--- config.mk ---
export PLATFORM = sky130hd
export DESIGN_NAME = base2_range_reduce_lanes
export DESIGN_NICKNAME = d
export VERILOG_FILES = /design/src/rtl/base2_range_reduce_lanes.sv
export SDC_FILE = /design/constraint.sdc
export NUM_CORES = 2
export LEC_CHECK = 0
export BUFFER_PORTS_ARGS = -buffer_cell sky130_fd_sc_hd__buf_2
export CAP_MARGIN = 15
export CORE_MARGIN = 2
export CORE_UTILIZATION = 45
export DETAILED_ROUTE_END_ITERATION = 10
export GPL_TIMING_DRIVEN = 0
export HOLD_SLACK_MARGIN = 0.02
export PLACE_DENSITY = 0.62
export SLEW_MARGIN = 20
export SYNTH_ARGS = -nofsm -noshare
export SYNTH_HDL_FRONTEND = slang
export SYNTH_SLANG_ARGS = --single-unit
--- constraint.sdc ---
create_clock -name clk -period 9.9 [get_ports clk]
set_clock_uncertainty 0.15 [all_clocks]
set_input_delay 1.98 -clock clk [delete_from_list [all_inputs] [get_ports clk]]
set_output_delay 1.98 -clock clk [all_outputs]
set_load 0.03 [all_outputs]
--- src/rtl/base2_range_reduce_lanes.sv ---
// Per-lane FP16 t -> k = clamped floor(t), f = t - k rounded to FP16 (RNE), in a 2-stage valid/ready pipeline.
// Define BASE2_RR_FLAGS_EN to add the per-lane sat_o / nan_o flag ports and their registers.
module base2_range_reduce_lanes #(
  parameter int LANES = 4,
  parameter int K_W   = 8,
  parameter int K_MIN = -16,
  parameter int K_MAX = 16
) (
  input  logic                 clk,
  input  logic                 rst,
  input  logic                 valid_i,
  output logic                 ready_o,
  input  logic [16*LANES-1:0]  t_i,
  output logic                 valid_o,
  input  logic                 ready_i,
  output logic [K_W*LANES-1:0] k_o,
  output logic [16*LANES-1:0]  k_fp16_o,
  output logic [16*LANES-1:0]  f_o
`ifdef BASE2_RR_FLAGS_EN
  ,
  output logic [LANES-1:0]     sat_o,
  output logic [LANES-1:0]     nan_o
`endif
);

  localparam logic signed [17:0] KMIN_S = 18'(K_MIN);
  localparam logic signed [17:0] KMAX_S = 18'(K_MAX);
  localparam logic [15:0] F_BELOW_ONE = 16'h3BFF;
  localparam logic [15:0] F_NAN       = 16'h7E00;

  logic en;
  logic valid1_q, valid1_d, valid2_q, valid2_d;

  assign en      = !valid2_q || ready_i;
  assign ready_o = en;
  assign valid_o = valid2_q;

  always_comb begin
    valid1_d = en ? valid_i  : valid1_q;
    valid2_d = en ? valid1_q : valid2_q;
  end

  always_ff @(posedge clk) begin
    if (rst) begin
      valid1_q <= 1'b0;
      valid2_q <= 1'b0;
    end else begin
      valid1_q <= valid1_d;
      valid2_q <= valid2_d;
    end
  end

  genvar gi;
  generate
    for (gi = 0; gi < LANES; gi++) begin : g_lane
      logic [15:0]        t;
      logic [39:0]        mag;
      logic [23:0]        frac;
      logic signed [17:0] ipart_s, kpre;
      logic               hi, lo;
      logic signed [17:0] k1_d, k1_q;
      logic [23:0]        v1_d, v1_q;
      logic               spec1_d, spec1_q;
      logic [15:0]        fspec1_d, fspec1_q;
      logic               sat1_d, nan1_d;

      assign t = t_i[16*gi +: 16];

      // |t| as fixed point with 24 fraction bits; subnormals are m * 2^-24.
      always_comb begin
        mag = (t[14:10] == 5'd0) ? {30'd0, t[9:0]}
                                 : ({29'd0, 1'b1, t[9:0]} << (t[14:10] - 5'd1));
        frac    = mag[23:0];
        ipart_s = {2'b00, mag[39:24]};
        kpre    = t[15] ? (18'sd0 - ipart_s - ((frac != 24'd0) ? 18'sd1 : 18'sd0)) : ipart_s;
        k1_d     = kpre;
        v1_d     = t[15] ? (24'd0 - frac) : frac;
        spec1_d  = 1'b0;
        fspec1_d = 16'h0000;
        sat1_d   = 1'b0;
        nan1_d   = 1'b0;
        hi       = 1'b0;
        lo       = 1'b0;
        if (t[14:10] == 5'h1f) begin
          if (t[9:0] != 10'd0) begin
            k1_d     = KMAX_S;
            spec1_d  = 1'b1;
            fspec1_d = F_NAN;
            sat1_d   = 1'b1;
            nan1_d   = 1'b1;
          end else if (t[15]) begin
            lo = 1'b1;
          end else begin
            hi = 1'b1;
          end
        end else if (kpre > KMAX_S) begin
          hi = 1'b1;
        end else if (kpre < KMIN_S) begin
          lo = 1'b1;
        end
        if (hi) begin
          k1_d     = KMAX_S;
          spec1_d  = 1'b1;
          fspec1_d = F_BELOW_ONE;
          sat1_d   = 1'b1;
        end
        if (lo) begin
          k1_d     = KMIN_S;
          spec1_d  = 1'b1;
          fspec1_d = 16'h0000;
          sat1_d   = 1'b1;
        end
      end

      logic [4:0]         p;
      logic [23:0]        vn;
      logic [4:0]         ex;
      logic               rnd;
      logic [10:0]        mant_r;
      logic signed [17:0] k2;
      logic               reclamp;
      logic [17:0]        kmag;
      logic [3:0]         q;
      logic [11:0]        a_sh;
      logic [K_W-1:0]     k_d, k_q;
      logic [15:0]        kf_d, kf_q, f_d, f_q;

      // Values below 2^-14 are already FP16 subnormals in 2^-24 units and need no rounding.
      always_comb begin
        p = 5'd0;
        for (int i = 0; i < 24; i++) begin
          if (v1_q[i]) p = 5'(i);
        end
        vn      = v1_q << (5'd23 - p);
        ex      = p - 5'd9;
        rnd     = vn[12] && (vn[13] || (vn[11:0] != 12'd0));
        mant_r  = {1'b0, vn[22:13]} + {10'd0, rnd};
        k2      = k1_q;
        reclamp = 1'b0;
        if (spec1_q) begin
          f_d = fspec1_q;
        end else if (p < 5'd10) begin
          f_d = {6'd0, v1_q[9:0]};
        end else if (!mant_r[10]) begin
          f_d = {1'b0, ex, mant_r[9:0]};
        end else if (ex != 5'd14) begin
          f_d = {1'b0, ex + 5'd1, 10'd0};
        end else begin
          f_d = 16'h0000;
          k2  = k1_q + 18'sd1;
        end
        if (k2 > KMAX_S) begin
          k2      = KMAX_S;
          f_d     = F_BELOW_ONE;
          reclamp = 1'b1;
        end
        kmag = k2[17] ? (18'd0 - k2) : k2;
        q = 4'd0;
        for (int i = 0; i < 12; i++) begin
          if (kmag[i]) q = 4'(i);
        end
        a_sh = kmag[11:0] << (4'd11 - q);
        kf_d = (kmag[11:0] == 12'd0) ? 16'h0000 : {k2[17], 5'(q) + 5'd15, a_sh[10:1]};
        k_d  = k2[K_W-1:0];
      end

      always_ff @(posedge clk) begin
        if (rst) begin
          k1_q     <= '0;
          v1_q     <= '0;
          spec1_q  <= 1'b0;
          fspec1_q <= '0;
          k_q      <= '0;
          kf_q     <= '0;
          f_q      <= '0;
        end else if (en) begin
          k1_q     <= k1_d;
          v1_q     <= v1_d;
          spec1_q  <= spec1_d;
          fspec1_q <= fspec1_d;
          k_q      <= k_d;
          kf_q     <= kf_d;
          f_q      <= f_d;
        end
      end

      assign k_o[K_W*gi +: K_W]   = k_q;
      assign k_fp16_o[16*gi +: 16] = kf_q;
      assign f_o[16*gi +: 16]      = f_q;

      logic lane_unused;
      assign lane_unused = ^{vn[23], kmag[17:12], a_sh[11], a_sh[0]};

`ifdef BASE2_RR_FLAGS_EN
      logic sat1_q, nan1_q, sat2_q, nan2_q;
      always_ff @(posedge clk) begin
        if (rst) begin
          sat1_q <= 1'b0;
          nan1_q <= 1'b0;
          sat2_q <= 1'b0;
          nan2_q <= 1'b0;
        end else if (en) begin
          sat1_q <= sat1_d;
          nan1_q <= nan1_d;
          sat2_q <= sat1_q | reclamp;
          nan2_q <= nan1_q;
        end
      end
      assign sat_o[gi] = sat2_q;
      assign nan_o[gi] = nan2_q;
`else
      logic flags_unused;
      assign flags_unused = sat1_d ^ nan1_d ^ reclamp;
`endif
    end
  endgenerate

endmodule

==> Word-level counts from Yosys, hierarchy flattened <==
Index checks and enable logic that the tools add are counted.
Widths: inputs -> output; s select.
{ "totals": {"output_inout_bits": 162, "register_bits": 398, "word_cells": 428, "inputBits": 68} }
{ "classes": {"n_eq_ne": 8, "n_reduce_logical": 30, "shift": 12, "n_lt_le_gt_ge": 16, "muxes": 284, "n_addsub": 48} }
{ "ops": {"columns": ["operator", "n"], "rows": [
  ["$mux 18", 40],
  ["$mux 5", 88],
  ["$mux 16", 20],
  ["$mux 15", 20],
  ["$mux 4", 40],
  ["$mux 40", 4],
  ["$shl 11x5->40", 4],
  ["$gt 18x6->1 const B", 8],
  ["$mux 24", 4],
  ["$reduce_bool 24->1", 4],
  ["$shl 24x5->23", 4],
  ["$sub 1x24->24 const A", 4],
  ["$add 18x2->18 const B", 4],
  ["$lt 18x5->1 const B", 4],
  ["$sub 17x2->18", 4],
  ["$sub 1x16->17 const A", 4],
  ["$mux 1", 64],
  ["$logic_not 12->1", 4],
  ["$mux 12", 4],
  ["$reduce_bool 12->1", 4],
  ["$shl 12x4->11", 4],
  ["$sub 1x12->12 const A", 4],
  ["$add 10x1->11", 4],
  ["$reduce_bool 10->1", 4],
  ["13 further kinds", 50]
]} }

==> Logic depth before layout (Yosys ltp) <==
{ "logic_depth": {"ltp_word": 50, "ltp_mapped": 42, "ltp_nobuf": 37} }

==> Least setup slack after synthesis <==
OpenSTA, ideal clock, no wires.
{ "synth_path": {"path_kind": "input to register", "start": "input t_i[58]", "end": "register g_lane[3].k1_q[15]", "slack_ns": 1.208, "path_buffers": 4, "t_arrival_ns": 8.472, "path_stages": 34, "cell_sequence": "buf_2 -> buf_1 -> inv_1 -> ha_1 -> buf_1 -> mux4_2 -> mux2_2 -> nand2_1 -> nor2_1 -> a21oi_1 -> o22ai_1 -> or3_1 -> nor3_1 -> nand4_1 -> nor3_1 -> and3_1 -> nand3_1 -> ha_1 -> ha_1 -> nor2b_1 -> a21oi_1 -> o21ai_0 -> xnor2_1 -> o211ai_1 -> nor2_1 -> nand3_1 -> nor3_1 -> nand3_1 -> o41ai_1 -> nand2_1 -> o21a_1 -> nor2_1 -> buf_2 -> a21boi_1"} }
{ "synth_between": {"elab_chain_len": 12, "elab_cells_between_ends": 21, "cone_classes": "add/sub (3); order compare (2); eq/ne (1); shift (1); mux (12); reduce/logical (2)"} }
{ "synth_lines": {"columns": ["element", "line_no", "source"], "rows": [
  ["start: declaration", "13", "input logic [16*LANES-1:0] t_i,"],
  ["branches (longest 11 deep; another with $sub 17x2->18)", null, null],
  ["$mux 18 (*)", "107", "if (lo) begin"],
  ["end signal: assignment", "177", "k1_q <= k1_d;"],
  ["end: declaration", "61", "logic signed [17:0] k1_d, k1_q;"]
]} }
Mark *: on every way between the ends.
A chain may end at the register's enable or synchronous reset.

==> Worst setup path in the final report <==
{ "layout_path": {"start": "register g_lane[3].v1_q[12]", "end": "register g_lane[3].kf_q[4]"} }
{ "layout_between": {"elab_chain_len": 39, "elab_cells_between_ends": 44, "cone_classes": "add/sub (5); order compare (2); eq/ne (1); shift (2); mux (30); reduce/logical (4)"} }
{ "layout_lines": {"columns": ["element", "line_no", "source"], "rows": [
  ["start: declaration", "62", "logic [23:0] v1_d, v1_q;"],
  ["start signal: assignment", "178", "v1_q <= v1_d;"],
  ["$mux 5 (12 in a row)", "132", "if (v1_q[i]) p = 5'(i);"],
  ["$sub 5x5->5", "134", "vn = v1_q << (5'd23 - p);"],
  ["$shl 24x5->23", "134", null],
  ["$reduce_bool 12->1", "136", "rnd = vn[12] && (vn[13] || (vn[11:0] != 12'd0));"],
  ["$logic_or 1x1->1", "136", null],
  ["$logic_and 1x1->1", "136", null],
  ["$add 10x1->11", "137", "mant_r = {1'b0, vn[22:13]} + {10'd0, rnd};"],
  ["$mux 18", "144", "end else if (!mant_r[10]) begin"],
  ["[... 3 more ...]", null, null],
  ["$mux 18 (*)", "152", "if (k2 > KMAX_S) begin"],
  ["$sub 1x12->12", "157", "kmag = k2[17] ? (18'd0 - k2) : k2;"],
  ["$mux 12 (*)", "157", null],
  ["$mux 1", "160", "if (kmag[i]) q = 4'(i);"],
  ["$mux 4 (10 in a row)", "160", null],
  ["$sub 4x4->4", "162", "a_sh = kmag[11:0] << (4'd11 - q);"],
  ["$shl 12x4->11", "162", null],
  ["$mux 16 (*)", "163", "kf_d = (kmag[11:0] == 12'd0) ? 16'h0000 : {k2[17], 5'(q) + 5'd15, a_sh[10:1]};"],
  ["end signal: assignment", "182", "kf_q <= kf_d;"],
  ["end: declaration", "126", "logic [15:0] kf_d, kf_q, f_d, f_q;"]
]} }
Every way passes the cells marked *; elsewhere a longest branch is shown, timed or not.

==> impl_table.tex <==
\begin{tabular}{lr}
\hline
Metric & Value \\
\hline
\multicolumn{2}{l}{\textbf{Run status}} \\
\quad Result of the run & finished clean \\
\multicolumn{2}{l}{\textbf{Layout}} \\
\quad Commonest cells after routing, fill and taps aside & sky130\_fd\_sc\_hd\_\_nand2\_1, sky130\_fd\_sc\_hd\_\_nor2\_1, sky130\_fd\_sc\_hd\_\_dfxtp\_1 \\
\quad Most common cell after layout, fill and taps aside & sky130\_fd\_sc\_hd\_\_nand2\_1 \\
\quad Fraction of final layout cells sized beyond drive strength 1 & 14.28\% \\
\quad Area of all sequential standard cells & 0.006848 sq mm \\
\quad Multi-input gate area & 0.02945 sq mm \\
\quad P\&R area growth vs syn & 11.44\% \\
\quad Antenna cell count & 0 \\
\quad Post-route core utilization & 50.81\% \\
\quad Fill cells & 8,547 \\
\quad Net count, final & 5,677 \\
\multicolumn{2}{l}{\textbf{Detailed routing}} \\
\quad Starting DRT DRC Count & 4,194 \\
\quad Number of remaining DRC errors & 0 \\
\quad Post-DRT Antenna Nets & 0 \\
\quad Per-cell routed wire length & 22.71 um \\
\quad DR pass1 iterations & 6 \\
\quad Detail-routed via count per cell & 6.315 \\
\quad Vias post-DR & 42,370 \\
\quad Total detailed-routing wirelength & 152,400 um \\
\multicolumn{2}{l}{\textbf{Critical path}} \\
\quad Worst setup EP type & register \\
\quad Critical Path Fanout Max & 10 \\
\quad Arrival time of data at the critical path endpoint & 9760 ps \\
\quad Critical path startpoint category & register \\
\quad Highest-delay cell along the critical path & sky130\_fd\_sc\_hd\_\_or4\_4 \\
\quad Worst path required time & 10,220 ps \\
\quad Peak per-stage delay on the critical path & 610 ps \\
\quad Worst setup path category & reg2reg \\
\multicolumn{2}{l}{\textbf{GRT}} \\
\quad Global Route met2 Usage & 51.79\% \\
\quad Overall Global Routing Usage & 33.46\% \\
\quad Met1 track demand over resource in global routing & 46.16\% \\
\quad GRT Max-Usage Layer & met2 \\
\quad Initial antenna violation count & 1 \\
\quad Vias in the first global route & 38,490 \\
\quad First-pass GRT wire length & 231,400 um \\
\quad M3 GR Usage & 5.546\% \\
\quad Pin count of the biggest net entering global routing & 15 \\
\quad Grt total ovfl & 0 \\
\multicolumn{2}{l}{\textbf{STA}} \\
\quad Total Negative Setup Slacks & 0 ps \\
\quad Pins over their slew limit & 0 \\
\quad Max-slew headroom & 15.37\% \\
\quad Slack of the critical path & 466.6 ps \\
\quad Endpoints failing setup & 0 \\
\quad Actual slew at the worst max-slew pin & 1269 ps \\
\quad Fmax & 106.0 MHz \\
\quad Final Hold Vio Count & 0 \\
\quad Worst hold slack across all endpoints & 282.7 ps \\
\quad Part of the cycle the worst path needs & 95.29\% \\
\quad Minimum period implied by the final worst setup slack & 9433 ps \\
\quad Setup repair after global routing missed its margin & no \\
\multicolumn{2}{l}{\textbf{Placement}} \\
\quad Placer's final routability congestion estimate & 1.009 \\
\quad Worst setup slack after placement & -1051 ps \\
\quad Count of port buffers added during placement & 218 \\
\quad Dpl hpwl & 118,100 um \\
\multicolumn{2}{l}{\textbf{Logic synthesis}} \\
\quad Number of cells produced by synthesis & 5,280 \\
\quad Fraction of the yosys area taken by sequential cells & 17.89\% \\
\quad Synth Register Bits & 342 \\
\quad Dominant combinational cell family by area after synthesis & compound AO/OA/AOI/OAI gates \\
\quad Adder-cell share of the synthesized area & 2.092\% \\
\quad Number of flops mapped to enable cells by yosys & 0 \\
\quad Async set or reset register ratio after synthesis & 0\% \\
\quad Mux share of post-synthesis cell area & 10.01\% \\
\quad Simple-gate share of the synthesized area & 28.10\% \\
\quad Primary FF master, synth & sky130\_fd\_sc\_hd\_\_dfxtp\_1 \\
\quad Synth Warn \# & 0 \\
\quad Post-synth design cell area & 0.03828 sq mm \\
\quad Distinct cell type count of the synthesized netlist & 153 \\
\quad Synthesized-area fraction occupied by ao, oa, aoi and oai cells & 28.60\% \\
\quad Per-instance average area after synthesis & 7.250 sq um \\
\quad Synth Area in XOR/XNOR & 7.184\% \\
\multicolumn{2}{l}{\textbf{Die}} \\
\quad Count of standard-cell rows & 106 \\
\quad Vertical die dimension & 295.7 um \\
\quad Area of the core & 0.08395 sq mm \\
\quad Initial cell density of the core & 45.60\% \\
\quad I/O pin cnt & 230 \\
\quad Full die area & 0.08741 sq mm \\
\quad Horizontal extent of the die & 295.7 um \\
\multicolumn{2}{l}{\textbf{CTS}} \\
\quad Post-CTS clock slew at the launch and capture registers of the worst setup and hold paths & 60 ps \\
\quad Total clock buffers created by CTS & 41 \\
\quad Clk\_lat worst skew & 590 ps \\
\quad Root Buffer & sky130\_fd\_sc\_hd\_\_clkbuf\_16 \\
\quad Maximum level of the CTS H-tree & 2 \\
\quad CTS tree & built \\
\quad Max Root-Sink Buffers & 3 \\
\quad CTS sink cnt & 342 \\
\multicolumn{2}{l}{\textbf{Power}} \\
\quad Pwr/cell area & 186.3 mW/mm\^{}2 \\
\quad Worst voltage drop across the vdd grid & 111.7 uV \\
\quad Leakage power summed over all cells & 16.56 nW \\
\multicolumn{2}{l}{\textbf{Worst hold path}} \\
\quad Hold Path Class & reg2reg \\
\multicolumn{2}{l}{\textbf{Job}} \\
\quad Max-cap violations & 0 \\
\hline
\end{tabular}
-- per-layer routing --
| layer | up-vias | part of all wire [%] |
|---|---|---|
| li1 | 20030 | - |
| met1 | 20080 | 44 |
| met2 | 1923 | 43 |
| met3 | 348 | 8.7 |
| met4 | 2 | 4.2 |
| met5 | - | 0.0085 |
-- registers in the layout (all words and copies together) (netlist names) --
| name | count |
|---|---|
| g_lane.v1_q | 96 |
| g_lane.k1_q | 72 |
| g_lane.kf_q | 64 |
| g_lane.f_q | 60 |
| g_lane.k_q | 32 |
| g_lane.fspec1_q | 12 |
| g_lane.spec1_q | 4 |
| valid1_q | 1 |
| valid_o | 1 |
-- synthesized netlist by cell type (all sizes together), types with 92 or more instances --
cell type,n,area share (%)
a211oi,128,2.6
a21oi,329,4.4
a22oi,92,1.8
buf,129,2.2
clkbuf,251,2.5
dfxtp,342,18
inv,136,1.3
mux2i,199,5.3
nand2,627,6.2
nand3,168,2.3
nor2,607,6.0
nor3,173,2.5
o21ai,331,4.4
xnor2,203,4.6
xor2,105,2.4
-- report_power, final --
group | total [W] | internal (W) | switching [W]
clock | 0.00166 | 0.000974 | 0.000683
sequential | 0.00173 | 0.00155 | 0.000178
combinational | 0.00456 | 0.00163 | 0.00293
total | 0.00795 | 0.00415 | 0.00379
-- cell type report --
| type | count | area share (%) |
|---|---|---|
| multi-input cells | 4419 | 69.03 |
| flip-flops and latches | 342 | 16.05 |
| plain buffers | 374 | 4.244 |
| well taps | 1134 | 3.326 |
| repair buffers | 227 | 2.716 |
| clock buffers | 50 | 2.628 |
| inverters | 140 | 1.247 |
| clock inverters | 24 | 0.7538 |
-- final timing paths --
kind,cells past startpoint,endpoint,startpoint,slack [ps]
hold / removal,2,g_lane[1].kf_q[6],g_lane[1].kf_q[6],280
setup / recovery,34,g_lane[3].kf_q[4],g_lane[3].v1_q[12],470
setup reg to reg,34,g_lane[3].kf_q[4],g_lane[3].v1_q[12],470
hold reg to reg,2,g_lane[1].kf_q[6],g_lane[1].kf_q[6],280
-- what timing repair did --
action / in CTS / in global routing
pin swaps: 1 / 5
buffers inserted: 1 / 8
gates resized for setup: 8 / 76
setup endpoints to repair: 44 / 100
cloned: 0 / 0
hold buffers: 0 / 0
-- cell families after synthesis --
group,Yosys count
XOR/XNOR,310
other,1
AND/OR/NAND/NOR,2178
flip-flops,342
buffers and inverters,522
multiplexers,309
AO/OA/AOI/OAI,1554
adder cells (fa/ha/maj),64
-- critical path, delay by kind of cell, from the launching register on --
kind | cells | cell delay [ps]
and+or+nand+nor | 15 | 3830
adders and majority gates | 3 | 1080
DFF | 1 | 290
AOI/OAI and AO/OA | 8 | 2280
buffers and inverters | 8 | 1660
-- through the flow --
stage / power, W / area [sq um] / std cells
2_1_floorplan: 0.004971 / 38290 / 5283
3_3_place_gp: 0.006114 / 40800 / 6635
3_5_place_dp: 0.006114 / 40820 / 6635
4_1_cts: 0.007781 / 42300 / 6708
5_1_grt: 0.008379 / 42660 / 6710
6_report: 0.007948 / 42660 / 6710
Note: power is estimated with default switching activity, not from simulation.
